`src/rtl/minterm_scan_pkg.sv`:
```
// Shared types and constants for the minterm scanner: FSM state encoding,
// vector/counter widths and the final index of a scan.
package minterm_scan_pkg;

    localparam int VEC_W = 5;
    localparam int CNT_W = 6;
    localparam logic [VEC_W-1:0] LAST_IDX = 5'd31;

    typedef enum logic [1:0] {
        IDLE = 2'b00,
        SCAN = 2'b01,
        HOLD = 2'b10,
        DONE = 2'b11
    } state_e;

    function automatic logic is_last(input logic [VEC_W-1:0] idx);
        return (idx == LAST_IDX);
    endfunction

endpackage

```
`src/rtl/minterm_scan_func_eval.sv`:
```
// Purely combinational evaluation of f(v) = (v4 | v3) & v2 & (~v1 | v0)
// for one 5-bit input vector.
module func_eval
    import minterm_scan_pkg::*;
(
    input  logic [VEC_W-1:0] v,
    output logic             f
);

    assign f = (v[4] | v[3]) & v[2] & (~v[1] | v[0]);

endmodule

```
`src/rtl/minterm_scan.sv`:
```
// minterm_scan: walks idx 0..31 and hands out every input vector whose
// function value equals the latched target. Match counter: MINTERM_SCAN_COUNT_EN.
module minterm_scan
    import minterm_scan_pkg::*;
(
    input  logic             clk,
    input  logic             rst_n,
    input  logic             start,
    input  logic             target,
    input  logic             ready,
    output logic             busy,
    output logic             valid,
    output logic [VEC_W-1:0] vec,
    output logic             done,
    output logic [CNT_W-1:0] match_cnt
);

    state_e           state_r;
    state_e           state_s;
    logic [VEC_W-1:0] idx_r;
    logic [VEC_W-1:0] idx_s;
    logic [VEC_W-1:0] vec_r;
    logic [VEC_W-1:0] vec_s;
    logic             target_r;
    logic             target_s;
    logic             valid_r;
    logic             valid_s;
    logic             busy_r;
    logic             done_r;
    logic             f_s;
    logic             hit_s;

    func_eval u_func_eval (
        .v (idx_r),
        .f (f_s)
    );

    assign hit_s = (f_s == target_r);

    // Next-state and next-datapath logic for the scan FSM
    always_comb begin
        state_s  = state_r;
        idx_s    = idx_r;
        vec_s    = vec_r;
        target_s = target_r;
        valid_s  = valid_r;
        case (state_r)
            IDLE: begin
                if (start) begin
                    target_s = target;
                    idx_s    = {VEC_W{1'b0}};
                    state_s  = SCAN;
                end else begin
                    state_s  = IDLE;
                end
            end
            SCAN: begin
                if (hit_s) begin
                    vec_s   = idx_r;
                    valid_s = 1'b1;
                    state_s = HOLD;
                end else if (is_last(idx_r)) begin
                    state_s = DONE;
                end else begin
                    idx_s   = idx_r + 5'd1;
                    state_s = SCAN;
                end
            end
            HOLD: begin
                if (ready) begin
                    valid_s = 1'b0;
                    // idx 31 is evaluated once; leaving HOLD there ends the scan
                    if (is_last(idx_r)) begin
                        state_s = DONE;
                    end else begin
                        idx_s   = idx_r + 5'd1;
                        state_s = SCAN;
                    end
                end else begin
                    state_s = HOLD;
                end
            end
            DONE: begin
                state_s = IDLE;
            end
            default: begin
                valid_s = 1'b0;
                state_s = IDLE;
            end
        endcase
    end

    // State and registered outputs; busy/done are decoded from the next state
    always_ff @(posedge clk) begin
        if (!rst_n) begin
            state_r  <= IDLE;
            idx_r    <= {VEC_W{1'b0}};
            vec_r    <= {VEC_W{1'b0}};
            target_r <= 1'b0;
            valid_r  <= 1'b0;
            busy_r   <= 1'b0;
            done_r   <= 1'b0;
        end else begin
            state_r  <= state_s;
            idx_r    <= idx_s;
            vec_r    <= vec_s;
            target_r <= target_s;
            valid_r  <= valid_s;
            busy_r   <= (state_s != IDLE);
            done_r   <= (state_s == DONE);
        end
    end

`ifdef MINTERM_SCAN_COUNT_EN
    logic [CNT_W-1:0] cnt_r;
    logic             cnt_clr_s;
    logic             cnt_inc_s;

    assign cnt_clr_s = (state_r == IDLE) && start;
    assign cnt_inc_s = (state_r == HOLD) && ready;

    // Match counter: cleared by an accepted start, bumped on each consumer accept
    always_ff @(posedge clk) begin
        if (!rst_n) begin
            cnt_r <= {CNT_W{1'b0}};
        end else if (cnt_clr_s) begin
            cnt_r <= {CNT_W{1'b0}};
        end else if (cnt_inc_s) begin
            cnt_r <= cnt_r + 6'd1;
        end else begin
            cnt_r <= cnt_r;
        end
    end

    assign match_cnt = cnt_r;
`else
    assign match_cnt = {CNT_W{1'b0}};
`endif

    assign busy  = busy_r;
    assign valid = valid_r;
    assign vec   = vec_r;
    assign done  = done_r;

endmodule

```
`config.mk`:
```
export PLATFORM = sky130hd
export DESIGN_NAME = minterm_scan
export DESIGN_NICKNAME = d
export VERILOG_FILES = /design/src/rtl/minterm_scan_pkg.sv /design/src/rtl/minterm_scan_func_eval.sv /design/src/rtl/minterm_scan.sv
export SDC_FILE = /design/constraint.sdc
export NUM_CORES = 1
export LEC_CHECK = 0
export ABC_AREA = 1
export CAP_MARGIN = 10
export CORE_ASPECT_RATIO = 1.75
export CORE_UTILIZATION = 25
export DETAILED_ROUTE_END_ITERATION = 8
export SKIP_CTS_REPAIR_TIMING = 1
export SYNTH_ARGS = -nofsm -noshare
export SYNTH_HDL_FRONTEND = slang
export SYNTH_SLANG_ARGS = --single-unit
export TNS_END_PERCENT = 1
```
`constraint.sdc`:
```
create_clock -name clk -period 2.1 [get_ports clk]
set_input_delay 0.315 -clock clk [delete_from_list [all_inputs] [get_ports clk]]
set_output_delay 0.315 -clock clk [all_outputs]
set_load 0.01 [all_outputs]
```
# [Word-level counts from Yosys, hierarchy flattened]
# Cells that the tools add are included.
[totals] in_bits=5 register_bits=16
[op_classes] n_reduce_logical=8 eq_ne=10 muxes=13 addsub=1 bitwise=5
[op_table] cell="5-bit two-way mux" n=4
[op_table] cell="5-bit one-hot mux with 3 select lines" n=1
[op_table] cell="2-bit != test, second input constant" n=4
[op_table] cell="2-bit one-hot mux with 4 select lines" n=1
[op_table] cell="2-bit == test, second input constant" n=3
[op_table] cell="2-bit two-way mux" n=3
[op_table] cell="5-bit by 1-bit adder with 5-bit output, second input constant" n=1
[op_table] cell="5-bit == test, second input constant" n=1
[op_table] cell="2-bit AND reduction" n=2
[op_table] cell="4-bit AND reduction" n=1
[op_table] cell="2-bit nonzero test" n=2
[op_table] cell="1-bit two-way mux" n=3
[op_table] cell="3-bit AND reduction" n=1
[op_table] cell="3-bit nonzero test" n=1
[op_table] cell="1-bit bitwise AND" n=2
[op_table] cell="2-bit by 1-bit == test with 1-bit output, second input constant" n=1
[op_table] cell="2-bit zero test" n=1
[op_table] cell="1-bit bitwise OR" n=2
[op_table] cell="1-bit one-hot mux with 2 select lines" n=1
[op_table] cell="1-bit == test" n=1
[op_table] cell="1-bit inverter" n=1

# [Longest topological paths before layout]
# Gate-level depths: netlist of the first run.
[depth] ltp_word=7 mapped_depth=11

# [Hierarchy]
# A second synthesis of the first run with hierarchy kept.
[hier_totals] cells_unflattened=130 area_unflattened_um2=913.4
[by_module_without_submodules] module="minterm_scan" cells_per_inst=125 instances=1 area_each_um2=892.1
[by_module_without_submodules] module="func_eval" cells_per_inst=5 instances=1 area_each_um2=21.3

# [Worst setup path before layout of the first run]
# No wires, ideal clock.
[synth_path] kind="reg2reg" start="reg state_r[0]" end="reg idx_r[2]" required_ps=2036 n_path_buf=1 path_stages_with_launch=11 t_arrival_ps=1435 slack_ps=601 path_cell_list="dfxtp_1 > inv_1 > ha_1 > clkbuf_2 > nand2_1 > nand2_1 > nor3_4 > nand2_1 > inv_1 > nor2_1 > nor2_1"
[synth_via] elab_chain_cells=3
[synth_lines] item="from (decl)" line="minterm_scan.sv:18" rtl="state_e state_r;"
[synth_lines] item="from (signal assigned)" line="minterm_scan.sv:104" rtl="state_r <= state_s;"
[synth_lines] item="2-bit by 1-bit == test with 1-bit output (tied with other cells)" line="minterm_scan.sv:47" rtl="case (state_r)"
[synth_lines] item="2-bit != test (no line) / 3-bit nonzero test (equally long branches)"
[synth_lines] item="4-bit AND reduction (no line)"
[synth_lines] item="to (signal assigned)" line="minterm_scan.sv:97" rtl="idx_r <= {VEC_W{1'b0}};"
[synth_lines] item="to (signal assigned)" line="minterm_scan.sv:105" rtl="idx_r <= idx_s;"
[synth_lines] item="to (decl)" line="minterm_scan.sv:20" rtl="logic [VEC_W-1:0] idx_r;"
# Several ways; a longest one is shown, not always the timed one.
# A chain may end at the register's enable or synchronous reset.

# [Worst setup path in the final report of the first run]
[layout_path] start="reg state_r[0]" end="reg idx_r[4]"
# Same word-level chain as after synthesis.

==> out/metrics.csv, run 1 <==
stage,metric,value,unit
sta,fmax,576,MHz
drt,routedWlPerCell,9.54,microns
yosys,ys_types,25,
finish,fin_cells,190,
yosys,yosysTopAreaCell,dfxtp_1,
yosys,netlist.area_leader.share,32.7,%
finish,drive_above_1_share,15.3,%
power,ir_drop,0.311,mV
clock_tree,clk_pin_slew,70,ps
power,clkPwrFrac,34.9,%
run,cap_violations,0,
power,power_frac_comb,21.7,%
drt,wl,1810,microns
yosys,ys_seq_area_share,32.7,%
grt,grt_antenna_before_repair,0,
sta,finalClockSkew,3.11,ps
sta,setup_violations,0,
finish,final_common_cell,nand2_1,
drt,ant_nets,0,
power,leakagePower,0.527,nW
sta,period_needed,1740,ps
yosys,syn_area,978,sq um
setup_path,crit_path_start_kind,flip-flop,
floorplan,rows,29,
yosys,syn_avg_cell_area,7.47,sq um
power,internal-power,572,uW
finish,num_antenna_cells,0,
floorplan,die_h,84.8,microns
drt,first_iter_violations,9,
setup_path,worstPathRequired,2290,ps
power,p_switching,234,uW
grt,grt_use_total,10.1,%
placement,dpl_worst_slack,408,ps
grt,grt_max_degree,19,
clock_tree,cts-htree-levels,1,
setup_path,critical_path.max_fanout,8,
yosys,yosys_register_bits,16,
outcome,status,"finished, final reports clean",
sta,fin_crit_sh,82.7,%
hold_path,hold_path.startpoint,vec[2]$_SDFFE_PN0P_,
setup_path,crit_type,flip-flop to flip-flop,
hold_path,worstHoldPathCells,2,
power,power_density,691,nW/um^2
grt,grt_pass1_vias,757,
grt,overflow,0,
clock_tree,cts-root-buf,clkbuf_8,
finish,most-common-layout-cells,"nand2_1 (22), inv_1 (20), nor2_1 (17), dfxtp_1 (16), clkdlybuf4s50_1 (12)",
clock_tree,numCtsBuffers,3,
setup_path,r2r_start,state_r[0]$_SDFF_PN0_,
placement,placed_cells_incl_taps,186,
sta,fin_ws,363,ps
sta,hold_viol_final,0,
setup_path,reg2reg_depth,9,
power,swShare,29.0,%
floorplan,coreArea,3660,sq um
drt,via_per_inst,4.24,
clock_tree,cts_tree,yes,
clock_tree,ctsLongestPathBuffers,2,
setup_path,end_kind,flip-flop,
finish,layout.nets,158,
sta,hold_slack,442,ps
finish,area_growth_syn_to_layout,19.3,%
setup_path,endpoint,idx_r[4]$_SDFFE_PN0P_,
clock_tree,clkSinkCount,16,
power,seq_power_share,43.5,%
setup_path,critPathLaunch,state_r[0]$_SDFF_PN0_,
yosys,ys_warn_count,0,
placement,numPortBuffers,12,
sta,slew_violations,0,
drt,vias,806,
drt,first_pass_iters,4,
sta,fin_tns_setup,0,ps
setup_path,cp.arrival,1930,ps
setup_path,r2r_slack,360,ps
sta,rsz0062_at_grt,false,
floorplan,start_util,26.7,%
clock_tree,clkLatencyLatePin,250,ps
grt,grt_pass1_wl,3220,microns
floorplan,fp.dieW,49.3,microns
finish,fin_util,31.9,%
yosys,syn_inst,131,
placement,hpwl,1390,microns
floorplan,pin_count,19,
yosys,synth_area_leaders,"dfxtp_1 (33%), ha_1 (10%), nand2_1 (8.4%)",
floorplan,dieArea,4180,sq um
hold_path,hold_path_class,flip-flop to flip-flop,
setup_path,r2r-end,idx_r[4]$_SDFFE_PN0P_,
drt,drc,0,
placement,place_congestion,0.776,
## logic make-up (layout without fill, tap and decap cells)
| logic type | count (synthesis) | after routing | share of synthesized area (%) |
|---|---|---|---|
| other cells | 1 | 6 | 0.383 |
| buf+inv | 31 | 39 | 15.6 |
| simple gates | 60 | 60 | 30.3 |
| fa+ha+maj | 8 | 8 | 10.2 |
| compound gates | 15 | 15 | 10.7 |
| flops | 16 | 16 | 32.7 |
## routing by layer
metal / up-vias / part of all wire (%) / GRT usage (%) / wire (microns)
met2: 18 / 53 / 18.2 / 953
met1: 367 / 42 / 10.5 / 759
met5: - / 0 / 0 / 0
li1: 417 / - / - / -
met4: 0 / 2.5 / 6.42 / 46
met3: 4 / 2.9 / 1.81 / 52
## critical path, stage by stage (launching register included)
cell     delay, ps
dfxtp_1        380
inv_1          100
ha_1           410
nand2_1        100
nand2_1         80
nor3_4         260
nand2_1        100
inv_1          120
nor2_1          50
nor2_1          90
## Yosys cell counts
library cell and instances:
nand3_4 1, nand3_1 11, buf_8 1, buf_4 6, nand2_2 3, clkbuf_2 1
conb_1 1, nand3b_1 2, nand3_2 1, o21ai_1 2, nand2_1 22, clkinv_1 1
buf_2 1, o21ai_2 4, or2_2 1, inv_2 1, nor2_1 17, a21oi_2 4
o21ai_0 2, dfxtp_1 16, a21oi_1 3, nor2_4 1, inv_1 20, ha_1 8
nor3_4 1
## cell type report
| type | count | area [sq um] |
|---|---|---|
| Clock buffer | 4 | 55.1 |
| Fill cell | 420 | 2500 |
| Inverter | 22 | 82.6 |
| Multi-Input combinational cell | 89 | 524 |
| Sequential cell | 16 | 320 |
| Tap cell | 46 | 57.6 |
| Timing Repair Buffer | 13 | 128 |
## flip-flops by register name (all words and copies together), names as in the netlist
signal    flops
idx_r         5
vec           5
state_r       2
busy          1
done          1
target_r      1
valid         1
## through the flow
step	area (sq um)	total power [mW]
floorplan	997	0.490
global placement	1110	0.533
detailed placement	1110	0.534
CTS	1170	0.820
global route	1170	0.858
finish	1170	0.806
## power by group through the flow
stage                     clock [mW]  combinational, mW  sequential [mW]
after global routing           0.304              0.200            0.355
after CTS                      0.292              0.178            0.351
after global placement             0              0.176            0.357
after floorplan                    0              0.131            0.359
after detailed placement           0              0.176            0.357
final                          0.281              0.175            0.350
## worst min path at each step
stage                          end  slack, ps
6_report       vec[2]$_SDFFE_PN0P_        440
5_1_grt        vec[3]$_SDFFE_PN0P_        470
4_1_cts        vec[2]$_SDFFE_PN0P_        450
3_5_place_dp   vec[2]$_SDFFE_PN0P_        440
3_3_place_gp   vec[2]$_SDFFE_PN0P_        440
2_1_floorplan  vec[4]$_SDFFE_PN0P_        430
Power figures use the tool's default switching activity.
==> run 2, diff against run 1 <==
- clock period: 2.1 -> 1.5 ns (I/O delays scaled with it)
==> run 2 against run 1 <==
  * The run now ends with negative setup slack left
  * Design area is 18% higher
  * Fmax is 7.9% higher
  * Sequential power is 40% higher
  * Combinational power is 100% higher
  * Clock skew hardly changed
  * Register-to-register slack worse by 470 ps
  * Largest cell class unchanged
  * Power is 44% higher
  * Cell count is 8.4% higher
==> out/metrics.csv, run 2 (synthesis results as in run 1) <==
stage,metric,value,unit,change
outcome,status,"complete, but fails checks",,
outcome,violations,negative setup slack,,
drt,ant_nets,0,,unchanged
hold_path,hold_path_class,flip-flop to flip-flop,,
grt,grt.met3_usage,1.99,%,+0.18 points
sta,hold_slack,440,ps,-2.13 ps
grt,grtUsageMet1,10.7,%,+0.27 points
finish,drive_above_1_share,33.8,%,+18 points
sta,fin_ws,-111,ps,-473 ps
clock_tree,clkLatencyLatePin,250,ps,about the same
clock_tree,clkSinkCount,16,,unchanged
sta,rsz0062_at_grt,true,,
sta,period_needed,1610,ps,-127 ps
clock_tree,cts-htree-levels,1,,unchanged
sta,fin_tns_setup,-378,ps,-378 ps
placement,placed_cells_incl_taps,200,,+7.5%
setup_path,r2r-end,idx_r[4]$_SDFFE_PN0P_,,
grt,busiest_layer,met2,,
floorplan,start_util,26.7,%,unchanged
finish,layout.nets,175,,+11%
drt,first_iter_violations,13,,+4
finish,num_antenna_cells,0,,unchanged
grt,grt_pass1_wl,3480,microns,+7.9%
floorplan,coreArea,3660,sq um,unchanged
grt,grt_antenna_before_repair,0,,unchanged
finish,fin_util,37.7,%,+5.8 points
floorplan,die_h,84.8,microns,unchanged
placement,postPlaceCellArea,1220,sq um,+9.4%
placement,dpl_worst_slack,-138,ps,-546 ps
power,power_frac_comb,30.0,%,+8.3 points
finish,fin_cells,206,,+8.4%
finish,multi_input_area,598,sq um,+14%
sta,fin_crit_sh,107,%,+25 points
floorplan,dieArea,4180,sq um,unchanged
drt,wl,2040,microns,+12%
power,clkPwrFrac,27.8,%,-7.1 points
grt,gr-usage-met2,20.9,%,+2.7 points
sta,slew_violations,0,,unchanged
drt,vias,865,,+7.3%
floorplan,fp.dieW,49.3,microns,unchanged
setup_path,r2r_start,idx_r[0]$_SDFFE_PN0P_,,
sta,setup_violations,5,,+5
finish,final_common_cell,nand2_1,,
sta,fmax,621,MHz,+7.9%
setup_path,cp.arrival,1760,ps,-170 ps
setup_path,critPathLaunch,idx_r[0]$_SDFFE_PN0P_,,
finish,seq_area,324,sq um,+1.2%
finish,most-common-layout-cells,"nand2_1 (19), inv_1 (18), nor2_1 (15), dfxtp_1 (13), buf_4 (13)",,
drt,drc,0,,unchanged
placement,place_congestion,0.776,,about the same
drt,routedWlPerCell,9.89,microns,+3.7%
finish,area_growth_syn_to_layout,41.0,%,
drt,first_pass_iters,4,,unchanged
clock_tree,clk_pin_slew,60,ps,about the same
power,ir_drop,0.393,mV,+27%
sta,finalClockSkew,3.30,ps,+0.190 ps
finish,final_area,1380,sq um,+18%
finish,fill_cells,391,,-6.9%
grt,grt_pass1_vias,866,,+14%
power,seq_power_share,42.2,%,-1.3 points
power,power_density,843,nW/um^2,+22%
grt,grt_max_degree,12,,-7
sta,hold_viol_final,0,,unchanged
setup_path,worstPathRequired,1650,ps,-640 ps
power,p_switching,347,uW,+48%
setup_path,critical_path.max_fanout,6,,-2
setup_path,crit_path_start_kind,flip-flop,,
setup_path,end_kind,flip-flop,,
grt,grt_use_total,11.0,%,+0.83 points
power,internal-power,816,uW,+43%
floorplan,rows,29,,unchanged
setup_path,r2r_slack,-110,ps,-470 ps
placement,hpwl,1530,microns,+9.9%
run,cap_violations,0,,unchanged
placement,numPortBuffers,12,,unchanged
floorplan,pin_count,19,,unchanged
drt,via_per_inst,4.20,,-1.0%
clock_tree,cts-root-buf,clkbuf_8,,
power,leakagePower,0.627,nW,+19%
clock_tree,numCtsBuffers,3,,unchanged
clock_tree,cts_tree,yes,,
power,swShare,29.9,%,+0.82 points
clock_tree,ctsLongestPathBuffers,2,,unchanged
setup_path,reg2reg_depth,11,,+2
setup_path,endpoint,idx_r[4]$_SDFFE_PN0P_,,
setup_path,crit_type,flip-flop to flip-flop,,
grt,overflow,0,,unchanged
power,total_power,1.16,mW,+44%
==> run 2: worst max-delay path, stage by stage (launching register included) <==
cell and delay (ps):
dfxtp_2 340, ha_4 170, nand2_4 70, nor2_4 40, ha_4 150, nand2_2 50, nand2_2 60, nor3_4 300
buf_6 150, nand3_2 60, nand2_1 60, nor2_1 50
==> run 2: worst min path at each step <==
stage                           to  depth (start not counted)           startpoint
3_3_place_gp   vec[2]$_SDFFE_PN0P_                          2  vec[2]$_SDFFE_PN0P_
6_report       vec[2]$_SDFFE_PN0P_                          2  vec[2]$_SDFFE_PN0P_
5_1_grt        vec[4]$_SDFFE_PN0P_                          2  vec[4]$_SDFFE_PN0P_
3_5_place_dp   vec[2]$_SDFFE_PN0P_                          2  vec[2]$_SDFFE_PN0P_
2_1_floorplan  vec[4]$_SDFFE_PN0P_                          2                rst_n
4_1_cts        vec[2]$_SDFFE_PN0P_                          2  vec[2]$_SDFFE_PN0P_
==> run 2: cell type report <==
cell class                      instances  share of cell area, %
Sequential cell                        16                   23.5
Tap cell                               46                   4.17
Timing Repair Buffer                   30                   19.9
Clock buffer                            3                   2.99
Inverter                               22                   6.17
Multi-Input combinational cell         89                   43.3
==> run 2: metal layers <==
| metal | share of wire (%) | vias up |
|---|---|---|
| met5 | 0 | - |
| li1 | - | 455 |
| met3 | 3.1 | 6 |
| met4 | 3.7 | 0 |
| met1 | 40 | 386 |
| met2 | 53 | 18 |
==> run 2: power groups by stage <==
stage,registers (mW),clock network (mW),logic (mW)
CTS,0.485,0.332,0.302
finish,0.491,0.323,0.350
floorplan,0.503,0,0.184
global placement,0.495,0,0.299
detailed placement,0.495,0,0.300
global route,0.496,0.366,0.392
==> run 3, diff against run 2 <==
- CAP_MARGIN: 10 -> not set
- CTS_BUF_LIST: not set -> sky130_fd_sc_hd__clkbuf_4 sky130_fd_sc_hd__clkbuf_8 sky130_fd_sc_hd__clkbuf_16
==> results of run 3 <==
The final DEF is identical to that of run 2; final timing and power are the same.
==> edit 1, RTL diff (flow settings as in run 2) <==
`VEC_W`: 5 -> 10.
--- a/src/rtl/minterm_scan_pkg.sv
+++ b/src/rtl/minterm_scan_pkg.sv
@@ -3,5 +3,5 @@
 package minterm_scan_pkg;
 
-    localparam int VEC_W = 5;
+    localparam int VEC_W = 10;
     localparam int CNT_W = 6;
     localparam logic [VEC_W-1:0] LAST_IDX = 5'd31;
Interface: changed (resized vec); port bits go from 19 to 24. No check against the original RTL was run, so the function may have changed too.
==> edit 1 against run 2 <==
The flow still finishes with violations (negative setup slack); routed wire length increased by 72%; count of clock-buffer cells in the layout unchanged; sequential cell count increased by 10; power increased by 51%; sequential share of layout area increased by 2.3 points; final area increased by 48%; area after synthesis increased by 45%; worst hold slack improved by 0.040 ns; via count increased by 57%; worst setup slack improved by 0.073 ns; critical endpoint is now idx_r[6].
==> edit 1: results (changes against run 2) <==
WL per Instance: 11.03 microns (+12%)
Max IR drop VDD: 301.1 uV (-23%)
Sequential share of the synthesized area: 36.68% (+3.9 points)
Met2 wire len: 2014 microns (+87%)
GRT Overall Usage: 12.47% (+1.5 points)
Total Wirelength: 3507 microns (+72%)
Gpl congestion: 0.8242 (+6.2%)
Post-route worst setup slack: -0.03713 ns (+0.07347 ns)
Ranking of synthesized cells by area: dfxtp_1, nand2_1, a21oi_1, ha_1, nor2_1
M1 WL: 1339 microns (+63%)
DR vias/cell: 4.264 (+1.6%)
Status: finished, violations left
RR Startpoint: state_r[0]
DR iter-0 viols: 26 (+13)
Filler cells: 599 (+53%)
LEAKAGE: 0.8180 nW (+30%)
Synth Warn #: 0 (unchanged)
Endpoints failing setup: 6 (+1)
Final setup TNS: -0.1478 ns (+0.2301 ns)
Violated checks: negative setup slack
Nets: 255 (+46%)
Detail Route met3 WL: 56 microns (-13%)
# placed instances: 313 (+56%)
Clk_lat worst skew: 0.28 ns (+0.03 ns)
Yosys cell types: 26 (+4.0%)
Vias in the first global route: 1338 (+55%)
Layout cells sized above 1: 30.17% (-3.6 points)
Setup crit end: idx_r[6]
Worst-path clk slew: 0.10 ns (+0.04 ns)
Top post-synthesis cells by count: nand2_1, dfxtp_1, a21oi_1, nor2_1, inv_1
First-pass GRT wire length: 5644 microns (+62%)
Buffers on Ports: 17 (+5)
Mean post-synth cell area: 7.202 sq um (-3.6%)
Pin count of the biggest net entering global routing: 17 (+5)
CP peak stage delay: 0.35 ns
## edit 1: worst min path at each step
stage | startpoint | endpoint | slack (ns) | cells after the start
floorplan | rst_n | vec[2] | 0.37 | 2
global placement | valid | valid | 0.45 | 2
detailed placement | valid | valid | 0.47 | 2
CTS | valid | valid | 0.48 | 2
global route | vec[1] | vec[1] | 0.49 | 2
finish | valid | valid | 0.48 | 2
## edit 1: cell type report
type,count,area share (%)
timing repair buffer,46,20.44
multi-input combinational,144,41.56
inverter,22,4.052
sequential,26,25.78
clock buffer,3,2.026
tap,76,4.665
clock inverter,1,1.473
## edit 1: kinds of logic after synthesis
group	after synthesis	share of synthesized area (%)
and+or+nand+nor	95	31.83
AOI/OAI and AO/OA	34	12.70
buffers and inverters	32	11.11
DFF	26	36.68
adders and majority gates	7	6.173
xor gates and xnor gates	2	1.235
other	1	0.2643
## edit 1: metal layers
layer	track usage [%]	vias up
met5	0	-
met4	5.128	0
met3	1.533	8
met2	25.70	22
met1	11.58	618
li1	-	708
## edit 1: power breakdown
| part | total, mW | internal (mW) | switching [mW] |
|---|---|---|---|
| Sequential | 0.749 | 0.729 | 0.0203 |
| Combinational | 0.409 | 0.202 | 0.207 |
| Clock | 0.600 | 0.358 | 0.242 |
| Total | 1.76 | 1.29 | 0.470 |
## edit 1: through the flow
stage | area (sq um) | worst slack (ns) | power (mW) | hold WS (ns)
after CTS | 1937 | -0.1632 | 1.740 | 0.4808
after floorplan | 1440 | 0.004852 | 0.9699 | 0.3668
after detailed placement | 1866 | -0.1331 | 1.140 | 0.4653
final | 2038 | -0.03713 | 1.758 | 0.4802
after global routing | 2038 | -0.1876 | 1.839 | 0.4915
after global placement | 1866 | -0.1167 | 1.140 | 0.4516
## edit 1: critical path, delay by kind of cell, from the launching register on
kind | cells | cell delay [ns]
buf+inv | 3 | 0.18
compound gates | 1 | 0.12
simple gates | 6 | 0.65
fa+ha+maj | 1 | 0.18
flops | 1 | 0.35
==> edit 2, RTL diff (config.mk and constraints of run 2) <==
Made on the original files. Register the input `target` before use, without a reset. The logic sees it one clock later. The other inputs are not delayed to match.
--- a/src/rtl/minterm_scan.sv
+++ b/src/rtl/minterm_scan.sv
@@ -15,4 +15,10 @@
     output logic [CNT_W-1:0] match_cnt
 );
+
+    logic target_q;
+
+    always_ff @(posedge clk) begin
+        target_q <= target;
+    end
 
     state_e           state_r;
@@ -48,5 +54,5 @@
             IDLE: begin
                 if (start) begin
-                    target_s = target;
+                    target_s = target_q;
                     idx_s    = {VEC_W{1'b0}};
                     state_s  = SCAN;
Behaviour: not the same (Yosys sat finds a counterexample within 4 cycles, from zero or initial values and one cycle with rst_n low).
==> edit 2 against run 2 <==
The flow still finishes with violations (negative setup slack); power is 3.8% higher; core utilization is 0.28 points lower; die area is 3.0% lower; cell count is 2.9% higher; sequential cell count is 1 higher; highest routed layer unchanged; synthesized cell count is 2.3% higher; area after synthesis is 3.1% lower; first-iteration DRC count is 23% higher; routed wire length is 9.6% higher; worst setup slack worse by 0.0087 ns; final area is 1.7% lower; via count is 5.3% higher.
==> edit 2: results (changes against run 2) <==
Status: finished, violations left
Violated checks: negative setup slack
Placed Area: 1200 sq um (-1.4%)
DR vias/cell: 4.297 (+2.3%)
Synth Warn #: 0 (unchanged)
Pwr Density: 890.6 nW/um^2 (+5.6%)
Yosys cell types: 19 (-24%)
CP arrival: 1.77 ns
Ranking of synthesized cells by area: dfxtp_1, nand2_1, ha_1, nand3_1, nor2_1
Ys async rst share: 0% (unchanged)
Clock tree buffer depth: 2 (unchanged)
RR Endpoint: idx_r[3]
Sequential share of the synthesized area: 35.88% (+3.1 points)
GRT Overall Usage: 11.71% (+0.75 points)
Nets: 180 (+2.9%)
Vias in the first global route: 891 (+2.9%)
R2R cell count: 11 (unchanged)
Synth Area in Compound Gates: 5.805% (-4.9 points)
Mean post-synth cell area: 7.078 sq um (-5.2%)
First-pass GRT wire length: 3691 microns (+6.2%)
LEAKAGE: 0.6236 nW (-0.61%)
CP max FO: 5 (-1)
Worst-path clk slew: 0.07 ns
RR Startpoint: idx_r[0]
Pin count of the biggest net entering global routing: 11 (-1)
Layout cells sized above 1: 27.11% (-6.6 points)
# placed instances: 204 (+2.0%)
Total Wirelength: 2232 microns (+9.6%)
Hold Crit Class: in -> reg
Gpl congestion: 0.8643 (+11%)
Filler cells: 415 (+6.1%)
Clk_lat worst skew: 0.25 ns (about the same)
Layout Skew: 0.002393 ns (-0.0009098 ns)
Top post-synthesis cells by count: nand2_1, nor2_1, dfxtp_1, inv_1, nand3_1
Hold_ws: 0.4319 ns (-0.007963 ns)
DP HPWL: 1753 microns (+15%)
Initial antenna violation count: 0 (unchanged)
Mux cell area share after synthesis: 0% (unchanged)
Max IR drop VDD: 432.0 uV (+9.8%)
Post-route worst setup slack: -0.1193 ns (-0.008692 ns)
Routed vias: 911 (+5.3%)
TritonCTS Buffers: 3 (unchanged)
Xor-xnor portion of the synthesized cell area: 0% (unchanged)
N_diodes: 0 (unchanged)
Root Buffer Master: clkbuf_8
Worst Hold Depth: 1 (-1)
Hold wc startpoint: target
Buffers on Ports: 12 (unchanged)
Adder-Cell Fraction of Synth Area: 10.55% (+0.32 points)
H-tree Lvls: 1 (unchanged)
Worst Hold Path EP: target_q
Detailed Routing Iterations Pass 1: 4 (unchanged)
Endpoints failing setup: 5 (unchanged)
DR iter-0 viols: 16 (+3)
edit 2: critical path, cell delays in order, from the launching register on:
cell     delay (ns)
dfxtp_2        0.34
ha_4           0.15
nand2_2        0.07
nor2_1         0.05
ha_2           0.18
nand2_2        0.06
nand2_2        0.06
nor3_4         0.27
buf_4          0.16
nand3_1        0.07
nand2_1        0.07
nor2_1         0.04
edit 2: per-layer routing:
metal	part of all wire [%]	track usage (%)	wire length, microns
met4	3.3	5.080	74
met5	0	0	0
met3	3.4	3.461	76
met2	56	22.41	1250
met1	37	11.14	830
edit 2: worst max-delay path by stage:
stage          cells past startpoint      from  endpoint  slack [ns]
2_1_floorplan                     11  idx_r[0]  idx_r[2]        0.01
3_3_place_gp                      11  idx_r[0]  idx_r[4]       -0.09
3_5_place_dp                      11  idx_r[0]  idx_r[4]       -0.13
4_1_cts                           11  idx_r[0]  idx_r[4]       -0.15
5_1_grt                           11  idx_r[0]  idx_r[0]       -0.23
6_report                          11  idx_r[0]  idx_r[3]       -0.12
edit 2: per-stage QoR:
stage | setup WS (ns) | TNS, ns
6_report | -0.1193 | -0.4963
3_5_place_dp | -0.1318 | -0.8005
3_3_place_gp | -0.08919 | -0.3949
4_1_cts | -0.1453 | -0.9277
5_1_grt | -0.2342 | -1.209
2_1_floorplan | 0.01305 | 0
edit 2: where the power goes:
| part | switching (mW) | internal [mW] |
|---|---|---|
| clock | 0.165 | 0.184 |
| sequential | 0.0256 | 0.486 |
| combinational | 0.185 | 0.161 |
edit 2: final cells by class:
type | count | area share, %
multi-input combinational | 96 | 42.16
sequential | 17 | 25.28
timing repair buffer | 31 | 19.93
inverter | 18 | 4.982
tap | 46 | 4.244
clock buffer | 3 | 3.044
clock inverter | 1 | 0.3690
